File: src/rtl/bcd_count_sequencer.sv
`timescale 1ns/1ps
`default_nettype none
// ============================================================================
//  Module   : bcd_count_sequencer
//  Purpose  : Three-digit BCD up/down counter (000-999) controlled by a switch
//             bank, with a software preload handshake and LED status.
//  Ports    :
//    clk_clk       in   system clock
//    reset_reset_n in   asynchronous active-low reset
//    sw[3:0]       in   raw switches: [0] run, [1] down, [2] clear, [3] fast
//    load_valid    in   preload request, held until load_ready is seen
//    load_data     in   preload value {hundreds, tens, units} in BCD
//    load_ready    out  preload accepted on the cycle where both are high
//    unites        out  units digit
//    dizaines      out  tens digit
//    centaines     out  hundreds digit
//    wrap          out  one-cycle pulse after a 999<->000 wrap
//    led[7:0]      out  {heartbeat, 00, load_err, wrap sticky, fast, down, counting}
//  Revision : 1.0 - initial release
// ============================================================================
module bcd_count_sequencer #(
    parameter int TICK_DIV = 50000000,
    parameter int FAST_DIV = 5000000,
    parameter int DIV_W    = 26
) (
    input  logic        clk_clk,
    input  logic        reset_reset_n,
    input  logic [3:0]  sw,
    input  logic        load_valid,
    input  logic [11:0] load_data,
    output logic        load_ready,
    output logic [3:0]  unites,
    output logic [3:0]  dizaines,
    output logic [3:0]  centaines,
    output logic        wrap,
    output logic [7:0]  led
);

    typedef enum logic [1:0] {
        ST_STOP  = 2'd0,
        ST_COUNT = 2'd1,
        ST_CLEAR = 2'd2
    } state_t;

    localparam logic [DIV_W-1:0] C_SLOW_LAST = DIV_W'(TICK_DIV - 1);
    localparam logic [DIV_W-1:0] C_FAST_LAST = DIV_W'(FAST_DIV - 1);

    state_t             state_q,       state_d;
    logic [3:0]         sw_meta_q;
    logic [3:0]         sw_sync_q;
    logic [DIV_W-1:0]   presc_q,       presc_d;
    logic [3:0]         units_q,       units_d;
    logic [3:0]         tens_q,        tens_d;
    logic [3:0]         hund_q,        hund_d;
    logic               wrap_q,        wrap_d;
    logic               wrap_sticky_q, wrap_sticky_d;
    logic               load_err_q,    load_err_d;
    logic               hb_q,          hb_d;
    logic               load_ready_q,  load_ready_d;

    logic [DIV_W-1:0]   div_last;
    logic               tick;
    logic               accept;
    logic               load_ok;
    logic [3:0]         step_u, step_t, step_h;
    logic               step_wrap;
    logic               carry_u, carry_t;

    // Switches are asynchronous: two-flop synchronizer, decisions use sw_sync_q.
    always_ff @(posedge clk_clk or negedge reset_reset_n) begin
        if (!reset_reset_n) begin
            sw_meta_q <= 4'd0;
            sw_sync_q <= 4'd0;
        end else begin
            sw_meta_q <= sw;
            sw_sync_q <= sw_meta_q;
        end
    end

    // Next state: clear overrides everything, otherwise the run switch decides.
    always_comb begin
        state_d = state_q;
        case (state_q)
            ST_STOP:  if (sw_sync_q[0])  state_d = ST_COUNT;
            ST_COUNT: if (!sw_sync_q[0]) state_d = ST_STOP;
            ST_CLEAR: if (!sw_sync_q[2]) state_d = sw_sync_q[0] ? ST_COUNT : ST_STOP;
            default:  state_d = ST_STOP;
        endcase
        if (sw_sync_q[2]) state_d = ST_CLEAR;
    end

    // One BCD step in the selected direction, with ripple carry/borrow.
    always_comb begin
        step_u    = units_q;
        step_t    = tens_q;
        step_h    = hund_q;
        step_wrap = 1'b0;
        carry_u   = 1'b0;
        carry_t   = 1'b0;
        if (!sw_sync_q[1]) begin
            carry_u   = (units_q == 4'd9);
            carry_t   = carry_u && (tens_q == 4'd9);
            step_wrap = carry_t && (hund_q == 4'd9);
            step_u    = carry_u ? 4'd0 : units_q + 4'd1;
            if (carry_u) step_t = (tens_q == 4'd9) ? 4'd0 : tens_q + 4'd1;
            if (carry_t) step_h = (hund_q == 4'd9) ? 4'd0 : hund_q + 4'd1;
        end else begin
            carry_u   = (units_q == 4'd0);
            carry_t   = carry_u && (tens_q == 4'd0);
            step_wrap = carry_t && (hund_q == 4'd0);
            step_u    = carry_u ? 4'd9 : units_q - 4'd1;
            if (carry_u) step_t = (tens_q == 4'd0) ? 4'd9 : tens_q - 4'd1;
            if (carry_t) step_h = (hund_q == 4'd0) ? 4'd9 : hund_q - 4'd1;
        end
    end

    // Datapath: clear > valid load > tick. A rejected load does not block a tick.
    always_comb begin
        presc_d       = presc_q;
        units_d       = units_q;
        tens_d        = tens_q;
        hund_d        = hund_q;
        wrap_d        = 1'b0;
        wrap_sticky_d = wrap_sticky_q;
        load_err_d    = load_err_q;
        hb_d          = hb_q;

        div_last = sw_sync_q[3] ? C_FAST_LAST : C_SLOW_LAST;
        // ">=" rather than "==" so a slow-to-fast switch past the fast limit ticks at once.
        tick     = (state_q == ST_COUNT) && (presc_q >= div_last);
        accept   = load_valid && load_ready_q;
        load_ok  = (load_data[3:0] <= 4'd9) && (load_data[7:4] <= 4'd9) &&
                   (load_data[11:8] <= 4'd9);

        if (state_d == ST_CLEAR) begin
            presc_d       = '0;
            units_d       = 4'd0;
            tens_d        = 4'd0;
            hund_d        = 4'd0;
            wrap_sticky_d = 1'b0;
            load_err_d    = 1'b0;
        end else if (accept && load_ok) begin
            presc_d = '0;
            units_d = load_data[3:0];
            tens_d  = load_data[7:4];
            hund_d  = load_data[11:8];
        end else begin
            if (accept) load_err_d = 1'b1;
            if (tick) begin
                presc_d = '0;
                hb_d    = ~hb_q;
                units_d = step_u;
                tens_d  = step_t;
                hund_d  = step_h;
                wrap_d  = step_wrap;
                if (step_wrap) wrap_sticky_d = 1'b1;
            end else if (state_q == ST_COUNT) begin
                presc_d = presc_q + 1'b1;
            end
        end

        // Ready pulses for one cycle and then drops, so accepts are at least 2 cycles apart.
        // A request seen while clearing stays pending until clear is released.
        load_ready_d = load_valid && !load_ready_q && (state_d != ST_CLEAR);
    end

    always_ff @(posedge clk_clk or negedge reset_reset_n) begin
        if (!reset_reset_n) begin
            state_q       <= ST_STOP;
            presc_q       <= '0;
            units_q       <= 4'd0;
            tens_q        <= 4'd0;
            hund_q        <= 4'd0;
            wrap_q        <= 1'b0;
            wrap_sticky_q <= 1'b0;
            load_err_q    <= 1'b0;
            hb_q          <= 1'b0;
            load_ready_q  <= 1'b0;
        end else begin
            state_q       <= state_d;
            presc_q       <= presc_d;
            units_q       <= units_d;
            tens_q        <= tens_d;
            hund_q        <= hund_d;
            wrap_q        <= wrap_d;
            wrap_sticky_q <= wrap_sticky_d;
            load_err_q    <= load_err_d;
            hb_q          <= hb_d;
            load_ready_q  <= load_ready_d;
        end
    end

    assign unites     = units_q;
    assign dizaines   = tens_q;
    assign centaines  = hund_q;
    assign wrap       = wrap_q;
    assign load_ready = load_ready_q;
    assign led        = {hb_q, 2'b00, load_err_q, wrap_sticky_q,
                         sw_sync_q[3], sw_sync_q[1], (state_q == ST_COUNT)};

endmodule
`default_nettype wire

File: config.mk
export PLATFORM = sky130hd
export DESIGN_NAME = bcd_count_sequencer
export DESIGN_NICKNAME = d
export VERILOG_FILES = /design/src/rtl/bcd_count_sequencer.sv
export SDC_FILE = /design/constraint.sdc
export NUM_CORES = 1
export LEC_CHECK = 0
export ABC_AREA = 1
export CORE_AREA = 2 2 93 95
export DETAILED_ROUTE_END_ITERATION = 6
export DIE_AREA = 0 0 95 97
export PLACE_DENSITY = 0.65
export SKIP_LAST_GASP = 1
export SYNTH_ARGS = -nofsm -noshare
export SYNTH_HDL_FRONTEND = slang
export SYNTH_SLANG_ARGS = --single-unit
File: constraint.sdc
create_clock -name clk_clk -period 2.47 [get_ports clk_clk]
set_input_delay 0.247 -clock clk_clk [delete_from_list [all_inputs] [get_ports clk_clk]]
set_output_delay 0.247 -clock clk_clk [all_outputs]
set_load 0.05 [all_outputs]
==> impl_metrics.csv <==
group,metric,value,unit
cts,htreeDepth,2,
grt,antenna_found_initial,0,
route,drt_iter0_markers,85,
floorplanning,io_pins,41,
floorplanning,dieArea,9220,um2
cts,cts_root_buffer,"clkbuf_8",
timing,tns,0,ns
route,drt_first_pass_iters,4,
layout,fill_cells,772,
layout,areaGrowthSynthToFinish,14.6,%
route,ant_nets,0,
place,port_buffers,38,
timing,rsz0062_at_grt,"no",
floorplanning,die_width,95,um
layout,final_common_cell,"nand2_1",
route,routedWlPerCell,13.6,um
status,outcome,"finished clean",
power_and_ir_drop,leakagePower,2.02,nW
timing,fmax,463,MHz
worst_setup_path,worstSetupStartpointType,"flip-flop",
worst_setup_path,r2r_start,"sw_sync_q[3]$_DFF_PN0_",
layout,register_area,1330,um2
timing,setup_violations,0,
floorplanning,die_h,97,um
timing,fin_skew,0.00398,ns
place,hpwlAfterDp,6.64,mm
layout,layout_common_cells,"124 x nand2_1, 52 x inv_1, 52 x nor2_1, 52 x dfrtp_1, 51 x nand3_1",
layout,multiInputGateArea,2080,um2
cts,post-cts-setup-buffer-count,0,
layout,final_nets,582,
synthesis,synth_seq_area_share,0.355,
timing,period_share,0.874,
power_and_ir_drop,ir_drop,0.301,mV
grt,overflow,0,
timing,timing.final.crit_period,2.16,ns
synthesis,ys_ff_latch,53,
grt,grt_max_degree,39,
grt,grt_pass1_wl,15.4,mm
timing,hold_viol,0,
synthesis,synth_async_sr_flop_share,1.00,
place,place_area,4190,um2
synthesis,synthCells,504,
timing,final-max-slew-violation-count,0,
timing,tightest_slew,0.862,ns
synthesis,synth_area,3730,um2
synthesis,synth_edf_count,0,
route,drc,0,
floorplanning,rows,33,
layout,drive_gt1_frac,0.0892,
worst_setup_path,endpoint_kind,"flip-flop",
worst_setup_path,reg2reg_to,"unites[1]$_DFFE_PN0P_",
job,maxCapViolations,0,
route,via_per_inst,5.19,
floorplanning,core_area,8130,um2
worst_setup_path,required,2.67,ns
cts,clockBufferDepth,2,
synthesis,yosysTopAreaCell,"dfrtp_1",
synthesis,synth_area_leaders,"dfrtp_1 36%, nand2_1 12%, ha_1 8.7%, nand3_1 6.8%, inv_1 5.2%",
cts,clkSlewWorstSetupHoldPaths,0.10,ns
synthesis,ys_types,40,
grt,grt_pass1_vias,3313,
route,wirelength,8.74,mm
synthesis,synth.avg_cell_area,7.41,um2
min_path,min_path_type,"primary input to asynchronous set/reset pin",
layout,antenna_cells,0,
route,num_vias,3338,
power_and_ir_drop,power_density,499,nW/um2
layout,postLayoutCellArea,4280,um2
synthesis,yosys.area.top_type_share,0.355,
cts,clock_latency,0.32,ns
cts,tritoncts,"done",
timing,relSlewSlack,0.425,
synthesis,yosysWarnings,0,
cts,cts_buffers,5,
worst_setup_path,path_max_fanout,27,
grt,grt_use_total,0.208,
worst_setup_path,startpoint,"sw_sync_q[3]$_DFF_PN0_",
floorplanning,initial_core_util,0.459,
synthesis,synthFlopType,"dfrtp_1",
worst_setup_path,ff2ff_setup_slack,0.31,ns
worst_setup_path,r2r.worst_path.cells,14,
worst_setup_path,crit_type,"flip-flop to flip-flop",
place,gp_congestion,0.833,
cts,numClockSinks,53,
worst_setup_path,worstPathArrival,2.35,ns
[sequential cells by signal, summed over array words and instances, names as in the netlist, 2 cells and up]
signal,cells
centaines,4
dizaines,4
presc_q,26
state_q,2
sw_meta_q,4
sw_sync_q,4
unites,4
[metrics by stage]
stage / instances / power, mW / setup WS (ns) / hold slack (ns) / util
final: 643 / 2.14 / 0.311 / 0.0293 / 0.526
after global placement: 635 / 1.62 / 0.339 / 0.334 / 0.515
after floorplan: 505 / 1.43 / 0.542 / -0.0486 / -
after global routing: 643 / 2.27 / 0.0151 / 0.113 / 0.526
after CTS: 643 / 2.15 / 0.210 / 0.0652 / 0.526
after detailed placement: 635 / 1.64 / 0.244 / 0.340 / 0.515
[cell type report]
type | instances | share of cell area
Sequential cell | 53 | 0.310
Clock inverter | 2 | 0.00351
Timing Repair Buffer | 46 | 0.105
Inverter | 55 | 0.0483
Clock buffer | 6 | 0.0170
Multi-Input combinational cell | 376 | 0.486
Tap cell | 105 | 0.0307
[worst max path at each step]
| stage | end | slack (ns) | depth (start not counted) |
|---|---|---|---|
| floorplan | presc_q[3]$_DFFE_PN0P_ | 0.54 | 11 |
| global route | unites[0]$_DFFE_PN0P_ | 0.02 | 14 |
| detailed placement | unites[1]$_DFFE_PN0P_ | 0.24 | 11 |
| global placement | unites[0]$_DFFE_PN0P_ | 0.34 | 11 |
| finish | unites[1]$_DFFE_PN0P_ | 0.31 | 14 |
| CTS | unites[1]$_DFFE_PN0P_ | 0.21 | 11 |
[Yosys cell counts (2+ instances only)]
cell type / number
nand3_2: 3
nand3_1: 51
dfrtp_1: 53
nor2_4: 2
nor3_1: 6
nor3_2: 6
buf_6: 2
xor2_1: 17
o21ai_0: 24
o21bai_1: 3
buf_4: 7
a22oi_1: 4
nand2_2: 2
nand2_4: 2
nand4_1: 9
ha_1: 26
inv_2: 3
nand2_1: 124
nor2_2: 9
buf_2: 6
clkbuf_1: 5
and2_1: 2
nor2_1: 52
inv_1: 52
a21oi_1: 18
nor4_1: 2
[cells by family (layout without fill, tap and decap cells)]
family / Yosys count / in the layout / share of synthesized area
adder cells (fa/ha/maj): 26 / 26 / 0.0871
AND/OR/NAND/NOR: 276 / 276 / 0.345
XOR/XNOR: 18 / 18 / 0.0422
AO/OA/AOI/OAI: 54 / 54 / 0.0798
buffers and inverters: 76 / 109 / 0.0895
flip-flops: 53 / 53 / 0.355
other: 1 / 2 / 0.00100
[critical path, stage by stage (launching register included)]
cell,delay [ns]
dfrtp_2,0.49
buf_4,0.18
ha_1,0.30
nand2_1,0.09
inv_1,0.04
nand2_1,0.06
nand2_1,0.04
nand2_1,0.05
nand2_1,0.05
nand2_2,0.09
nand3_4,0.10
nand2_4,0.13
nand2_4,0.21
nand2_1,0.12
o21ai_0,0.08
[what timing repair did]
| item | CTS | global route |
|---|---|---|
| setup endpoints to repair | 0 | 3 |
| hold buffers | 0 | 0 |
| gates resized for setup | 0 | 1 |
[layer usage]
layer,vias up,wire [um],GRT usage
met5,-,0,0
met4,0,133,0.0624
met3,12,275,0.0343
met2,56,4210,0.339
met1,1585,4120,0.280
li1,1685,-,-
[where the power goes]
part	internal (mW)	switching (mW)	total, mW	leakage (nW)
Clock	0.201	0.313	0.514	0.0374
Sequential	0.917	0.0763	0.993	0.705
Combinational	0.225	0.403	0.628	1.28
Total	1.34	0.793	2.14	2.02
Note: power is estimated with default switching activity, not from simulation.
